--- src/rtl/calc_pkg.sv ---
// calc_pkg: shared widths, decimal base and entry FSM encoding for the calculator front end.
package calc_pkg;
  localparam int VAL_W = 40;
  localparam int DEC_BASE = 10;
  localparam int MAX_DIGITS = 6;
  typedef enum logic [1:0] {IDLE, DIV, DONE} entry_state_t;
endpackage

--- src/rtl/div10_serial.sv ---
// div10_serial: bit-serial restoring divide-by-10, one quotient bit per cycle, MSB first.
import calc_pkg::*;
module div10_serial #(
  parameter int VAL_W = calc_pkg::VAL_W
) (
  input  logic             clk,
  input  logic             rst,
  input  logic             start,
  input  logic             abort,
  input  logic [VAL_W-1:0] dividend,
  output logic [VAL_W-1:0] quotient,
  output logic             done
);
  localparam int NW = $clog2(VAL_W + 1);
  localparam logic [NW-1:0] LAST = NW'(VAL_W);
  logic [4:0] rem, trial;
  logic [NW-1:0] n;
  logic run, fit;
  // quotient doubles as the dividend shift register: dividend bits leave the top, quotient bits enter the bottom
  assign trial = 5'({rem, quotient[VAL_W-1]});
  assign fit = trial >= 5'(DEC_BASE);
  assign done = run && n == LAST;
  always_ff @(posedge clk or posedge rst)
    if (rst) begin
      quotient <= '0;
      rem <= '0;
      n <= '0;
      run <= 1'b0;
    end else if (abort) begin
      run <= 1'b0;
      n <= '0;
    end else if (start) begin
      quotient <= dividend;
      rem <= '0;
      n <= '0;
      run <= 1'b1;
    end else if (done) begin
      run <= 1'b0;
    end else if (run) begin
      rem <= fit ? trial - 5'(DEC_BASE) : trial;
      quotient <= {quotient[VAL_W-2:0], fit};
      n <= n + 1'b1;
    end
endmodule

--- src/rtl/decimal_entry_accumulator.sv ---
// decimal_entry_accumulator: builds a signed binary operand from keyed decimal digits with backspace, clear and sign.
import calc_pkg::*;
module decimal_entry_accumulator #(
  parameter int VAL_W = calc_pkg::VAL_W,
  parameter int MAX_DIGITS = calc_pkg::MAX_DIGITS
) (
  input  logic                              clk,
  input  logic                              rst,
  input  logic [3:0]                        i_digit,
  input  logic                              i_digit_valid,
  input  logic                              i_backspace,
  input  logic                              i_clear,
  input  logic                              i_sign_toggle,
  output logic [VAL_W-1:0]                  o_value,
  output logic                              o_sign,
  output logic [$clog2(MAX_DIGITS+1)-1:0]   o_digit_count,
  output logic                              o_busy,
  output logic                              o_err
);
  localparam int CW = $clog2(MAX_DIGITS + 1);
  localparam logic [CW-1:0] FULL = CW'(MAX_DIGITS);
  entry_state_t state, state_n;
  logic [VAL_W-1:0] value_n, value_x10, quotient;
  logic [CW-1:0] count_n;
  logic sign_n, err_n, start, done;
  assign value_x10 = VAL_W'(({4'b0, o_value} << 3) + ({4'b0, o_value} << 1));
  assign o_busy = state != IDLE;
  div10_serial #(.VAL_W(VAL_W)) u_div (
    .clk(clk), .rst(rst), .start(start), .abort(i_clear),
    .dividend(o_value), .quotient(quotient), .done(done)
  );
  always_comb begin
    state_n = state;
    value_n = o_value;
    count_n = o_digit_count;
    sign_n = o_sign;
    err_n = o_err;
    start = 1'b0;
    if (i_clear) begin
      state_n = IDLE;
      value_n = '0;
      count_n = '0;
      sign_n = 1'b0;
      err_n = 1'b0;
    end else if (state == IDLE) begin
      sign_n = (i_sign_toggle && o_value != '0) ? ~o_sign : o_sign;
      if (i_backspace) begin
        start = o_digit_count != '0;
        state_n = start ? DIV : IDLE;
      end else if (i_digit_valid) begin
        if (i_digit > 4'(DEC_BASE - 1) || o_digit_count == FULL)
          err_n = 1'b1;
        else if (o_value != '0 || i_digit != 4'd0) begin
          value_n = value_x10 + VAL_W'(i_digit);
          count_n = o_digit_count + 1'b1;
        end
      end
    end else if (state == DIV) begin
      if (done) begin
        state_n = DONE;
        value_n = quotient;
        count_n = o_digit_count - 1'b1;
        sign_n = quotient == '0 ? 1'b0 : o_sign;
      end
    end else begin
      state_n = IDLE;
    end
  end
  always_ff @(posedge clk or posedge rst)
    if (rst) begin
      state <= IDLE;
      o_value <= '0;
      o_digit_count <= '0;
      o_sign <= 1'b0;
      o_err <= 1'b0;
    end else begin
      state <= state_n;
      o_value <= value_n;
      o_digit_count <= count_n;
      o_sign <= sign_n;
      o_err <= err_n;
    end
endmodule

--- config.mk ---
export PLATFORM = sky130hd
export DESIGN_NAME = decimal_entry_accumulator
export DESIGN_NICKNAME = d
export VERILOG_FILES = /design/src/rtl/calc_pkg.sv /design/src/rtl/div10_serial.sv /design/src/rtl/decimal_entry_accumulator.sv
export SDC_FILE = /design/constraint.sdc
export NUM_CORES = 1
export LEC_CHECK = 0
export CAP_MARGIN = 25
export CORE_AREA = 8 8 128 160
export DETAILED_ROUTE_END_ITERATION = 6
export DIE_AREA = 0 0 136 168
export SYNTH_ARGS = -nofsm -noshare
export SYNTH_HDL_FRONTEND = slang
export SYNTH_HIERARCHICAL = 1
export SYNTH_SLANG_ARGS = --single-unit
export TNS_END_PERCENT = 20
--- constraint.sdc ---
create_clock -name clk -period 8.4 [get_ports clk]
set_input_delay 2.1 -clock clk [delete_from_list [all_inputs] [get_ports clk]]
set_output_delay 2.1 -clock clk [all_outputs]
set_load 0.05 [all_outputs]
==> impl_metrics.tcl <==
set metrics [dict create \
    drc 0 \
    syn_inst 837 \
    final_util 0.473 \
    setup_violations 0 \
    dr_total_vias 6790 \
    fin_worst_skew_ns 0.00917 \
    total_power_mw 3.03 \
    syn2layout_area_growth_pct 13.9 \
    grt_max_degree 71 \
    pwr-share-comb 0.553 \
    p_int_mw 1.51 \
    slew_headroom 0.311 \
    crit_path_cell_trace "clkdlybuf4s50_1, inv_1, fa_1, fa_1, nand2b_1, a21oi_1, o21ai_0, a21oi_1, o21ai_1, o31ai_1, xor2_1, a221oi_1, a21oi_1" \
    portBuffers 55 \
    die_w_um 136 \
    post_cts_resized 0 \
    drtIter0Drc 545 \
    drtPass1Iterations 5 \
    multi_input_area_um2 4660 \
    power_switching_mw 1.52 \
    grtUsageTotal 0.206 \
    coreArea_um2 17900 \
    numCtsBuffers 9 \
    ant_nets 0 \
    row_count 55 \
    synth_area_um2 7420 \
    seq_area_frac_synth 0.330 \
    path_buf_inv 2 \
    syn_area_per_cell_um2 8.87 \
    dp_hpwl_mm 16.2 \
    initial_utilization 0.415 \
    min-delay-path-class "flip-flop to flip-flop" \
    async_reset_ff_frac 1.00 \
    slowest_delay_ns 0.67 \
    setup_ws_ns 2.68 \
    overflow 0 \
    clkLatencyLatePin_ns 0.36 \
    ys_ff_latch 98 \
    ys_warn_count 6 \
    outcome "finished clean" \
    finish.net_count 956 \
    root_buffer "clkbuf_16" \
    globalplace.congestion 0.901 \
    clkPwrFrac 0.145 \
    die_h_um 168 \
    seq_area_um2 2450 \
    p_leak_nw 3.97 \
    fmax_mhz 175 \
    cts_setup_buffers 0 \
    routedWlPerCell_um 21.2 \
    num_io_pins 56 \
    n_antenna_cell 0 \
    grt_pass1_vias 6687 \
    crit_arrival_ns 5.93 \
    crit_path_max_fanout 5 \
    slowest_stage "o31ai_1" \
    post-route-min-period_ns 5.72 \
    tightest_slew_ns 1.03 \
    crit_type "primary input to flip-flop" \
    nFillCells 1771 \
    ys.flop_type "dfrtp_1" \
    synth_nets 927 \
    drive_gt1_frac 0.0505 \
    wl_mm 23.3 \
    placed_cells_incl_taps 1083 \
    antenna_found_initial 0 \
    pre_cts_ws_ns 2.34 \
    final_cell_mix "dfrtp_1 (98), nand2_1 (86), ha_1 (77)" \
    clock-sinks 98 \
    hold_viol 0 \
    final_common_cell "dfrtp_1" \
    seqPwrFrac 0.302 \
    powerDensity_nw_per_um2 359 \
    p_sw_frac 0.501 \
    crit_top_cell "a21oi_1" \
    cts_buffer_depth 2 \
    path_clk_slew_ns 0.07 \
    tns_ns 0 \
    synth_edf_count 0 \
    finalCritPeriodShare 0.681 \
    grt_pass1_wl_mm 37.5 \
    die_area_um2 22800 \
    final_cells 1099 \
    peakVddDrop_mv 0.200 \
    rsz0062_at_grt "no" \
    holdBufCountCts 0 \
    htree_levels 3 \
    crit_family "compound AO/OA/AOI/OAI gates" \
    cp-end-kind "flip-flop" \
    timing.max_cap.violations 0 \
    avgViaCountPerCell 6.18 \
    startpoint_type "primary input" \
    timing.final.max_slew_violations 0 \
    cts_tree "built" \
    post_synth_num_cell_types 64 \
    cp.required_ns 8.61 \
]
-- cell families (layout without fill, tap and decap cells) --
logic type	Yosys count	after routing	share of synthesized area
DFF	98	98	0.330
xor gates and xnor gates	35	35	0.0413
muxes	7	7	0.00961
adders and majority gates	80	80	0.138
buffers and inverters	82	116	0.0457
AOI/OAI and AO/OA	281	281	0.264
and+or+nand+nor	254	254	0.171
-- sequential cells by signal (all words and copies together) (netlist names) --
name	count
o_sign	1
u_div/run	1
o_value	40
u_div/n	6
o_err	1
u_div/quotient	40
o_digit_count	3
u_div/rem	4
state	2
-- metrics by stage --
step                      area (µm²)  hold slack [ns]
after floorplan                 7420            0.515
after CTS                       8460            0.490
after global routing            8460            0.504
after detailed placement        8150            0.475
final                           8460            0.487
after global placement          8150            0.483
-- power by group through the flow --
stage,combinational [mW],clock (mW),sequential (mW)
final,1.68,0.440,0.915
after CTS,1.68,0.447,0.914
after detailed placement,1.67,0,0.921
after global placement,1.67,0,0.924
after global routing,1.85,0.463,0.941
after floorplan,0.995,0,1.07
-- worst paths after layout --
path                                           end  cells past startpoint       start  slack, ns
worst min-delay path                        o_sign                      1      o_sign       0.49
max in group asynchronous       u_div/quotient[27]                      3         rst       5.62
worst max-delay path                   o_value[34]                     13  i_digit[3]       2.68
worst max register to register         o_value[34]                     12  o_value[0]       4.40
worst min register to register              o_sign                      1      o_sign       0.49
min in group asynchronous               u_div/n[0]                      3         rst       2.30
-- layer usage --
metal	global-route usage	share of wire
met1	0.270	0.45
met2	0.340	0.48
met3	0.0229	0.042
met4	0.0761	0.026
met5	0	0
-- synthesized netlist by cell type, drive strengths merged (7+ instances only) --
cell,instances,area share
xnor2,20,0.024
a22o,16,0.019
a221o,29,0.039
nor4,22,0.019
o31ai,18,0.018
nand3,10,0.0067
a21o,22,0.022
nand4,13,0.011
and3,30,0.025
xor2,15,0.018
clkbuf,34,0.017
nor2b,8,0.0067
inv,35,0.018
o21ai,48,0.033
nand2,86,0.044
buf,13,0.011
nor2,46,0.023
a211oi,9,0.010
ha,77,0.13
o21bai,7,0.0071
nor3,11,0.0074
a21oi,64,0.043
o22ai,24,0.020
dfrtp,98,0.33
-- layout make-up --
class | instances | area share
Clock inverter | 7 | 0.00917
Sequential cell | 98 | 0.290
Clock buffer | 9 | 0.0266
Inverter | 35 | 0.0155
Multi-Input combinational cell | 657 | 0.551
Timing Repair Buffer | 65 | 0.0740
Tap cell | 228 | 0.0337
Power figures use the tool's default switching activity.
